<file path="config.mk">
export PLATFORM = sky130hd
export DESIGN_NAME = hoeraa_reg
export DESIGN_NICKNAME = d
export VERILOG_FILES = /design/src/rtl/hoeraa_reg.sv
export SDC_FILE = /design/constraint.sdc
export NUM_CORES = 1
export LEC_CHECK = 0
export CAP_MARGIN = 20
export CORE_MARGIN = 2
export CORE_UTILIZATION = 45
export CTS_CLUSTER_DIAMETER = 120
export DETAILED_ROUTE_END_ITERATION = 16
export DONT_BUFFER_PORTS = 1
export HOLD_SLACK_MARGIN = 0.03
export SYNTH_ARGS = -nofsm -noshare
export SYNTH_HDL_FRONTEND = slang
export SYNTH_SLANG_ARGS = --single-unit
</file>
<file path="constraint.sdc">
create_clock -name clk -period 3.2 [get_ports clk]
set_input_delay 0.32 -clock clk [delete_from_list [all_inputs] [get_ports clk]]
set_output_delay 0.32 -clock clk [all_outputs]
set_load 0.02 [all_outputs]
</file>
<file path="src/rtl/hoeraa_reg.sv">
// Registered HOERAA approximate adder: cheap inexact low part plus exact high part.
// The low part also supplies the carry into the high part. All outputs come from flops.
module hoeraa_reg #(
    parameter int N = 16,
    parameter int K = 9
) (
    input  logic         clk,
    input  logic         rst_n,
    input  logic         in_valid,
    input  logic [N-1:0] X,
    input  logic [N-1:0] Y,
    output logic         out_valid,
    output logic [N-1:0] S,
    output logic         Co
);

    generate
        if (N < 4 || K < 2 || K > N - 1) begin : gIllegalParams
            $error("hoeraa_reg: illegal parameters N=%0d K=%0d", N, K);
        end
    endgenerate

    logic [N-1:0]   sum_d, sum_q;
    logic           co_d, co_q;
    logic           valid_q;
    logic           cin;
    logic [N-K:0]   upper;

    // The constant-ones low bits make zero operands produce 2^(K-1)-1 on purpose.
    always_comb begin
        cin   = X[K-1] & Y[K-1];
        upper = {1'b0, X[N-1:K]} + {1'b0, Y[N-1:K]} + {{(N-K){1'b0}}, cin};
        sum_d = '0;
        sum_d[K-2:0] = '1;
        sum_d[K-1]   = X[K-1] | Y[K-1] | (X[K-2] & Y[K-2]);
        sum_d[N-1:K] = upper[N-K-1:0];
        co_d  = upper[N-K];
    end

    // Idle cycles leave the last result in place and only clear out_valid.
    always_ff @(posedge clk) begin
        if (!rst_n) begin
            sum_q   <= '0;
            co_q    <= 1'b0;
            valid_q <= 1'b0;
        end else begin
            valid_q <= in_valid;
            if (in_valid) begin
                sum_q <= sum_d;
                co_q  <= co_d;
            end
        end
    end

    assign S         = sum_q;
    assign Co        = co_q;
    assign out_valid = valid_q;

endmodule

</file>
==> results.toml, run 1 <==
[sta]
max_slew.worst_pin.slew_ns = 0.8162
drv_slew = 0
finalSetupTns_ns = 0
final_hold_fails = 0
rsz0062_at_grt = "no"
final_min_period_ns = 1.918
finalCritPeriodShare_pct = 59.95
final.hold.worst_slack_ns = 0.1377
slew_headroom_pct = 45.59
setup_viol_count_final = 0
clock.fmax_mhz = 521.3
fin_worst_skew_ns = 0

[detailed_routing]
detail_route.vias_per_cell = 6.086
firstDrtPassIters = 4
total_wirelength_of_the_detailed_routed_design_um = 1422
detail_route.drc_violations = 0
antenna_left = 0
detail_route.iter0.violations = 15
post_detailed_route_wirelength_per_cell_um = 15.29
vias = 566

[clock_tree]
post-cts-setup-buffers = 0
tritoncts.num_buffers = 3
clk_path_buf_depth = 2
ctsResizeCount = 0
cts_tree = "built"
clk_pin_slew_worst_paths_ns = 0.08
cts_root_buf = "sky130_fd_sc_hd__clkbuf_4"
clk-insertion-delay-late_ns = 0.27
clkSinkCount = 11
ctsHoldBuffers = 0
cts_htree_levels = 1

[finish]
num_antenna_cells = 0
most-common-layout-cells = "10 x sky130_fd_sc_hd__dfxtp_1, 7 x sky130_fd_sc_hd__nand2_1, 7 x sky130_fd_sc_hd__nor2_1"
finish.cell_count_without_fillers = 93
area.growth.synth_to_final_pct = -2.401
final_layout_size_suffix_gt1_share_pct = 6.494
nets = 121
layout_commonest_cell = "sky130_fd_sc_hd__dfxtp_1"

[worst_setup_path]
type_of_destination_of_the_critical_path = "flip-flop"
critical_path_class = "primary input to flip-flop"
critPathCapture = "S[15]"
worst_path_max_delay_cell = "sky130_fd_sc_hd__fa_1"
cp.buffers_inverters = 1
critical-path-top-cell-by-count = "sky130_fd_sc_hd__fa_1"
timing.critical_path.from = "X[9]"
critical_path_required_ns = 3.39
timing.critical_path.from_type = "primary input"
worst_r2r_startpoint = "S[7]"
maximum_fanout_along_the_worst_path = 2
worst-path-stages = 7
slowest_delay_ns = 0.46
worstPathArrival_ns = 2.11
crit_family = "adder cells"
critical_path.reg2reg.endpoint = "S[7]"
ff2ff_setup_slack_ns = 2.10
crit_chain = "inv_1 -> fa_1 -> fa_1 -> nand2b_1 -> a211oi_1 -> nor4b_1 -> a311oi_1"
ff2ff_path_depth = 1

[power_and_ir_drop]
power_report.internal_total_uw = 227.4
power.switching_uw = 115.1
combinationalPowerShare_pct = 18.1
share_seq_of_total_power_pct = 53.0
power.switching_fraction_pct = 33.61
leakage_uw = 0.0003145
powerDensity_nw_per_um2 = 481.0
vdd_drop_max_uv = 278.6
clkPwrFrac_pct = 28.9

[synth]
netlist.area_leader.share_pct = 30.19
synth.yosys.warnings = 0
synthDominantAreaCellType = "sky130_fd_sc_hd__dfxtp_1"
post_synth_inst_count = 83
post_synth_main_area_contributors = "sky130_fd_sc_hd__dfxtp_1 30%, sky130_fd_sc_hd__ha_1 10%, sky130_fd_sc_hd__buf_4 7.2%"
synth_area_per_cell_um2 = 8.789
count_of_state_elements_after_synthesis = 11
ys_seq_area_share_pct = 30.19
syn-num-nets = 126
synth.distinct_cells = 29
syn-cell-area_um2 = 729.5

[global_route]
maximum_number_of_pins_on_one_net_before_global_route_repair = 21
grt_overflow = 0
globalRoute.busiestLayer = "met2"
grt_util_all_layers_pct = 16.16
grt_pass1_wl_um = 2235
grt.met1_usage_pct = 17.88
grt_antenna_before_repair = 0
gr-usage-met2_pct = 25.88
grtUsageMet3_pct = 8.980
first_global_vias = 504

[place]
dp.final_hpwl_um = 1047
gp_congestion = 0.7596
placedCellCount = 89
placement.io_buffers = 0

[status]
run_status = "finished clean"

[floorplanning]
start_util_pct = 48.42
pin_count = 53
die_h_um = 44.26
dieArea_um2 = 1959
core_area_um2 = 1506
die_x_um = 44.26
core.rowCount = 14

[worst_hold_path]
hp_class = "primary input to flip-flop"

[run]
max_cap_violations = 0
-- per-layer routing --
layer / wire length (um) / part of all wire (%)
met1: 581 / 41
met2: 684 / 48
met3: 141 / 9.9
met4: 14 / 0.98
met5: 0 / 0
-- area by class of cell --
| class | instances | area (um2) |
|---|---|---|
| clock buffer | 4 | 26.28 |
| fill | 152 | 794.5 |
| inverter | 5 | 18.77 |
| multi-input combinational | 57 | 425.4 |
| sequential | 11 | 221.5 |
| tap | 16 | 20.02 |
-- synthesized netlist by cell type (all sizes together) --
cell type and instances:
a211oi 4, a21o 1, a21oi 6, a311o 2, a311oi 2, and2 1
and4b 2, buf 8, clkbuf 2, dfxtp 11, fa 2, ha 6
inv 5, mux2i 1, nand2 7, nand2b 2, nand3 2, nor2 7
nor2b 1, nor4b 1, o211a 2, o211ai 1, o21a 1, o21ai 3
o221ai 1, or3 1, xor2 1
-- worst min path at each step --
| stage | start | to | depth (start not counted) |
|---|---|---|---|
| final | in_valid | S[8] | 1 |
| after global routing | in_valid | S[8] | 1 |
| after CTS | in_valid | S[8] | 1 |
| after detailed placement | in_valid | S[8] | 1 |
| after global placement | in_valid | S[8] | 1 |
| after floorplan | rst_n | S[13] | 1 |
-- logic make-up (layout without fill, tap and decap cells) --
kind of cell	after synthesis	in the layout	synth area share (%)
and+or+nand+nor	24	24	16.81
AOI/OAI and AO/OA	23	23	23.16
buffers and inverters	15	9	11.49
DFF	11	11	30.19
adders and majority gates	8	8	15.78
xor gates and xnor gates	1	1	1.201
muxes	1	1	1.372
-- registers in the layout, summed over array words and instances, names as in the netlist --
register   count
Co             1
S              9
out_valid      1
-- through the flow --
stage               cell area [um2]  worst slack (ns)  util (%)  total power (uW)
floorplan                     729.5             1.233         -             246.9
CTS                           711.9             1.300     47.26             345.8
global route                  711.9             1.161     47.26             367.5
finish                        711.9             1.282     47.26             342.4
global placement              685.7             1.059     45.52             244.9
detailed placement            685.7             1.034     45.52             246.8
-- power groups by stage --
stage | logic (uW) | clock network (uW) | registers (uW)
after floorplan | 72.5 | 0 | 174
after global placement | 60.2 | 0 | 185
after detailed placement | 61.8 | 0 | 185
after CTS | 61.9 | 102 | 182
after global routing | 71.0 | 113 | 184
final | 62.0 | 99.0 | 181
No activity file was read; power rests on OpenSTA's default activity.
==> inputs of run 2 (changes only) <==
--- a/config.mk
+++ b/config.mk
@@ -5,6 +5,7 @@
 export SDC_FILE = /design/constraint.sdc
 export NUM_CORES = 1
 export LEC_CHECK = 0
+export ABC_AREA = 1
 export CAP_MARGIN = 20
 export CORE_MARGIN = 2
 export CORE_UTILIZATION = 45
==> constraint.sdc (replaced) <==
create_clock -name clk -period 1.75 [get_ports clk]
set_input_delay 0.175 -clock clk [delete_from_list [all_inputs] [get_ports clk]]
set_output_delay 0.175 -clock clk [all_outputs]
set_load 0.02 [all_outputs]
==> run 2 against run 1 <==
  * Wire length decreased by 0.35%
  * Sequential cell count unchanged
  * Total power increased by 92%
  * Design area increased by 15%
  * Global-route usage decreased by 0.88 points
  * Largest power group unchanged
  * Highest routed layer unchanged
==> results.toml, run 2 <==
[status]
run_status = "finished clean"

[worst_setup_path]
critical-path-top-cell-by-count = "sky130_fd_sc_hd__nand2_1"
critical_path_required_ns = 1.97
ff2ff_path_depth = 4
maximum_fanout_along_the_worst_path = 2
slowest_delay_ns = 0.45
timing.critical_path.from_type = "primary input"
type_of_destination_of_the_critical_path = "flip-flop"
worstPathArrival_ns = 1.69
worst_path_max_delay_cell = "sky130_fd_sc_hd__fa_1"
crit_chain = "inv_1 -> fa_1 -> fa_1 -> inv_1 -> nand2_1 -> nand2_1 -> nand2_1 -> or2_0 -> nand3_1 -> nand2_1 -> inv_1"
critical_path_class = "primary input to flip-flop"

[global_route]
grt_util_all_layers_pct = 15.28
grt_pass1_wl_um = 2380
maximum_number_of_pins_on_one_net_before_global_route_repair = 18
grt_antenna_before_repair = 0
grt_overflow = 0
first_global_vias = 608

[synth]
synth.distinct_cells = 16
ys_seq_area_share_pct = 27.54
syn-cell-area_um2 = 799.5
synthDominantAreaCellType = "sky130_fd_sc_hd__dfxtp_1"
post_synth_main_area_contributors = "sky130_fd_sc_hd__dfxtp_1 28%, sky130_fd_sc_hd__nand2_1 15%, sky130_fd_sc_hd__inv_1 10%"
synth.top_cells.by_count = "31 x sky130_fd_sc_hd__nand2_1, 22 x sky130_fd_sc_hd__inv_1, 13 x sky130_fd_sc_hd__nand3_1, 13 x sky130_fd_sc_hd__nor2_1, 11 x sky130_fd_sc_hd__dfxtp_1"
syn-num-nets = 165
synth_most_common_cell = "sky130_fd_sc_hd__nand2_1"
count_of_state_elements_after_synthesis = 11
synth_area_per_cell_um2 = 6.553
netlist.area_leader.share_pct = 27.54
async_flop_share_pct = 0
post_synth_inst_count = 122
ys_dominant_reg_cell = "sky130_fd_sc_hd__dfxtp_1"
synth_edf_count = 0
synth.yosys.warnings = 0

[finish]
num_antenna_cells = 0
nets = 165
area.growth.synth_to_final_pct = 2.660
most-common-layout-cells = "31 x sky130_fd_sc_hd__nand2_1, 22 x sky130_fd_sc_hd__inv_1, 13 x sky130_fd_sc_hd__nor2_1, 13 x sky130_fd_sc_hd__nand3_1, 10 x sky130_fd_sc_hd__dfxtp_1"
finish.cell_count_without_fillers = 138
final_layout_size_suffix_gt1_share_pct = 4.959
multi_input_area_um2 = 434.2
layout_commonest_cell = "sky130_fd_sc_hd__nand2_1"
num-fill-cells = 188
utilization_pct = 48.59
largest_register_ffs = 9
seq_area_um2 = 221.5

[place]
gp_congestion = 0.7989
placedCellCount = 132
dp.final_hpwl_um = 1128
placement.io_buffers = 0
place_ws_ns = -0.01315

[detailed_routing]
detail_route.drc_violations = 0
antenna_left = 0
post_detailed_route_wirelength_per_cell_um = 10.27
total_wirelength_of_the_detailed_routed_design_um = 1417
detail_route.iter0.violations = 5
firstDrtPassIters = 5
vias = 678
detail_route.vias_per_cell = 4.913

[sta]
max_slew.worst_pin.slew_ns = 0.4417
final.hold.worst_slack_ns = 0.02767
final_hold_fails = 0
clock.fmax_mhz = 682.8
timing.final.ws_setup_ns = 0.2855
setup_viol_count_final = 0
slew_headroom_pct = 70.79
fin_worst_skew_ns = 0
final_min_period_ns = 1.464
rsz0062_at_grt = "no"
finalCritPeriodShare_pct = 83.69
drv_slew = 0
finalSetupTns_ns = 0

[clock_tree]
clk-insertion-delay-late_ns = 0.27
clk_path_buf_depth = 2
clkSinkCount = 11
clk_pin_slew_worst_paths_ns = 0.07
cts_tree = "built"
cts_root_buf = "sky130_fd_sc_hd__clkbuf_4"
tritoncts.num_buffers = 3
ctsResizeCount = 0
cts_htree_levels = 1

[floorplanning]
pin_count = 53
die_x_um = 46.15
die_h_um = 46.15
dieArea_um2 = 2130
core.rowCount = 15
start_util_pct = 47.33
core_area_um2 = 1689

[worst_hold_path]
hp_class = "primary input to flip-flop"
hold-path-cell-count = 2

[power_and_ir_drop]
leakage_uw = 0.0004644
powerDensity_nw_per_um2 = 800.3
vdd_drop_max_uv = 360.7

[run]
max_cap_violations = 0
[run 2: cell families after synthesis]
| family | Yosys count | share of synthesized area, % |
|---|---|---|
| simple gates | 59 | 30.36 |
| buf+inv | 31 | 18.15 |
| xor+xnor | 1 | 1.096 |
| fa+ha+maj | 8 | 14.40 |
| compound gates | 12 | 8.450 |
| flops | 11 | 27.54 |
[run 2: worst paths after layout]
check                           slack (ns)  startpoint  endpoint
worst max-delay path                  0.29        X[9]     S[13]
worst min-delay path                  0.03    in_valid      S[7]
worst max register to register        0.97       S[11]     S[11]
worst min register to register        0.44        S[7]      S[7]
[run 2: power breakdown]
group          leakage, uW  internal [uW]  switching [uW]
Clock            0.0000150           88.1            83.4
Combinational     0.000358           66.7             109
Sequential       0.0000917            273            36.7
Total             0.000464            428             229
[run 2: timing repair]
action / 4_1_cts / 5_1_grt
hold buffers: 2 / 0
setup buffers: 0 / 0
hold endpoints to repair: 3 / 0
[run 2: cell type report]
class,count,area share (%)
multi-input combinational,80,52.90
inverter,22,10.06
clock buffer,4,3.201
timing repair buffer,4,4.268
tap,17,2.591
sequential,11,26.98
[run 2: worst max-delay path, delay by kind of cell]
kind | cells | cell delay (ns)
buffers and inverters | 3 | 0.16
and+or+nand+nor | 6 | 0.49
adders and majority gates | 2 | 0.85
[run 2: metrics by stage]
step           power, uW  area (um2)
2_1_floorplan      481.9       799.5
3_3_place_gp       487.2       774.5
3_5_place_dp       489.4       774.5
4_1_cts            664.0       820.8
5_1_grt            709.2       820.8
6_report           656.9       820.8
[run 2: metal layers]
layer	vias to the layer above	share of wire, %	GRT usage, %
met3	2	8.0	7.059
met1	286	44	18.35
met5	-	0	0
met2	21	47	25.56
li1	369	-	-
met4	0	0.64	1.714
==> inputs of run 3 (changes only) <==
--- a/config.mk
+++ b/config.mk
@@ -5,7 +5,7 @@
 export SDC_FILE = /design/constraint.sdc
 export NUM_CORES = 1
 export LEC_CHECK = 0
-export ABC_AREA = 1
+export ABC_AREA = 0
 export CAP_MARGIN = 20
 export CORE_MARGIN = 2
 export CORE_UTILIZATION = 45
==> constraint.sdc (replaced) <==
create_clock -name clk -period 1.4 [get_ports clk]
set_input_delay 0.14 -clock clk [delete_from_list [all_inputs] [get_ports clk]]
set_output_delay 0.14 -clock clk [all_outputs]
set_load 0.02 [all_outputs]
==> run 3 against run 2 <==
  * Non-clock buffer count is 1 higher
  * Die area fell by 8.0%
  * Via count decreased by 12%
  * Hold slack better by 0.0026 ns
  * Final cell count shrank 29%
  * Sequential cell count unchanged
  * Critical path type unchanged
  * Core utilization increased by 3.9 points
  * Clock power grew 24%
  * Critical path depth down 4
  * Count of clock-buffer cells in the layout did not move
  * Sequential share of layout area is 1.0 points higher
  * Sequential power up 28%
==> results.toml, run 3 (synthesis gave the netlist of run 1 again) <==
[status]
run_status = "finished clean"

[worst_setup_path]
type_of_destination_of_the_critical_path = "flip-flop"
slowest_delay_ns = 0.39
ff2ff_path_depth = 3
worstPathArrival_ns = 1.52
crit_chain = "inv_2 -> fa_2 -> fa_2 -> nand2b_4 -> a21oi_2 -> nor2_1 -> a311o_1"
critical_path_required_ns = 1.56
critical_path_class = "primary input to flip-flop"
maximum_fanout_along_the_worst_path = 2
critical-path-top-cell-by-count = "sky130_fd_sc_hd__fa_2"
worst_path_max_delay_cell = "sky130_fd_sc_hd__fa_2"
timing.critical_path.from_type = "primary input"

[floorplanning]
start_util_pct = 48.42
dieArea_um2 = 1959
die_h_um = 44.26
core_area_um2 = 1506
core.rowCount = 14
pin_count = 53
die_x_um = 44.26

[detailed_routing]
firstDrtPassIters = 4
wire_length_on_met1_um = 577
dr.max_layer_used = "met3"
met2_wirelength_um = 698
detail_route.iter0.violations = 6
antenna_left = 0
detail_route.drc_violations = 0
wl_met3_um = 170
post_detailed_route_wirelength_per_cell_um = 14.76
total_wirelength_of_the_detailed_routed_design_um = 1446
vias = 595
detail_route.vias_per_cell = 6.071

[global_route]
grt_overflow = 0
maximum_number_of_pins_on_one_net_before_global_route_repair = 16
first_global_vias = 548
grt_util_all_layers_pct = 16.07
grt_pass1_wl_um = 2311
grt_antenna_before_repair = 0

[worst_hold_path]
hp_class = "primary input to flip-flop"
hold-path-cell-count = 1

[sta]
drv_slew = 0
fin_worst_skew_ns = 0
max_slew.worst_pin.slew_ns = 0.2695
timing.final.ws_setup_ns = 0.04835
final_min_period_ns = 1.352
rsz0062_at_grt = "yes"
slew_headroom_pct = 81.78
final_hold_fails = 0
clock.fmax_mhz = 739.8
finalCritPeriodShare_pct = 96.55
setup_viol_count_final = 0

[place]
placedCellCount = 91
gp_congestion = 0.7729
dp.final_hpwl_um = 1091
placement.io_buffers = 0
place_ws_ns = -0.2960

[finish]
area.growth.synth_to_final_pct = 8.405
finish.cell_count_without_fillers = 98
seq_area_um2 = 221.5
largest_register_ffs = 9
nets = 126
final_layout_size_suffix_gt1_share_pct = 15.85
num-fill-cells = 147
most-common-layout-cells = "10 x sky130_fd_sc_hd__dfxtp_1, 7 x sky130_fd_sc_hd__nand2_1, 7 x sky130_fd_sc_hd__nor2_1"
layout_commonest_cell = "sky130_fd_sc_hd__dfxtp_1"
multi_input_area_um2 = 446.7
num_antenna_cells = 0

[clock_tree]
clk-insertion-delay-late_ns = 0.27
cts_tree = "built"
clkSinkCount = 11
post-cts-setup-buffers = 0
clk_pin_slew_worst_paths_ns = 0.07
cts_htree_levels = 1
clk_path_buf_depth = 2
tritoncts.num_buffers = 3
cts_root_buf = "sky130_fd_sc_hd__clkbuf_4"
ctsResizeCount = 0

[power_and_ir_drop]
powerDensity_nw_per_um2 = 1023
vdd_drop_max_uv = 572.8
leakage_uw = 0.0003453

[run]
max_cap_violations = 0
## run 3: cell count changes in the layout (fill, tap and decap cells not counted), sizes merged, moves of 2 or more
| cell | previous run | this run |
|---|---|---|
| nand2 | 31 | 7 |
| inv | 22 | 5 |
| nand3 | 13 | 2 |
| nor2 | 13 | 7 |
| a211oi | 1 | 4 |
| a311o | 0 | 2 |
| a311oi | 0 | 2 |
| and4b | 0 | 2 |
| nand2b | 0 | 2 |
| o211a | 0 | 2 |
| or2 | 2 | 0 |
## run 3: path summary, 6_finish.rpt
path	from	to	slack, ns
min reg2reg	S[7]	S[7]	0.57
max	X[9]	S[13]	0.05
min	rst_n	S[12]	0.03
max reg2reg	S[8]	S[8]	0.12
## run 3: where the power goes
group	switching, uW	internal (uW)	total, uW
clock network	103	110	214
registers	54.1	342	396
logic	108	90.4	199
## run 3: layer usage
layer	GRT usage [%]	vias to the layer above
li1	-	289
met1	18.14	279
met2	27.65	27
met3	7.347	0
met4	3.636	0
met5	0	-
## run 3: critical path, delay by kind of cell
family                   cells  cell delay, ns
adder cells (fa/ha/maj)      2            0.74
AO/OA/AOI/OAI                2            0.41
AND/OR/NAND/NOR              2            0.21
buffers and inverters        1            0.02
## run 3: area by class of cell
| type | instances | area share, % |
|---|---|---|
| Tap cell | 16 | 2.532 |
| Timing Repair Buffer | 5 | 7.278 |
| Clock buffer | 4 | 3.323 |
| Inverter | 5 | 2.373 |
| Sequential cell | 11 | 28.01 |
| Multi-Input combinational cell | 57 | 56.49 |
## run 3: what timing repair did
item	CTS	global route
endpoints found under the setup margin	0	1
hold endpoints to repair	9	0
hold buffers	3	0
## run 3: stage by stage
step / instance area (um2) / utilization [%] / power [uW] / TNS [ns] / hold WS, ns
2_1_floorplan: 750.7 / - / 575.8 / -0.3844 / 0.3071
3_3_place_gp: 734.5 / 48.75 / 588.6 / -0.5424 / 0.2336
3_5_place_dp: 734.5 / 48.75 / 591.3 / -0.5759 / 0.2364
4_1_cts: 790.8 / 52.49 / 813.5 / 0 / 0.03260
5_1_grt: 790.8 / 52.49 / 856.4 / -0.04051 / 0.03194
6_report: 790.8 / 52.49 / 808.7 / 0 / 0.03024
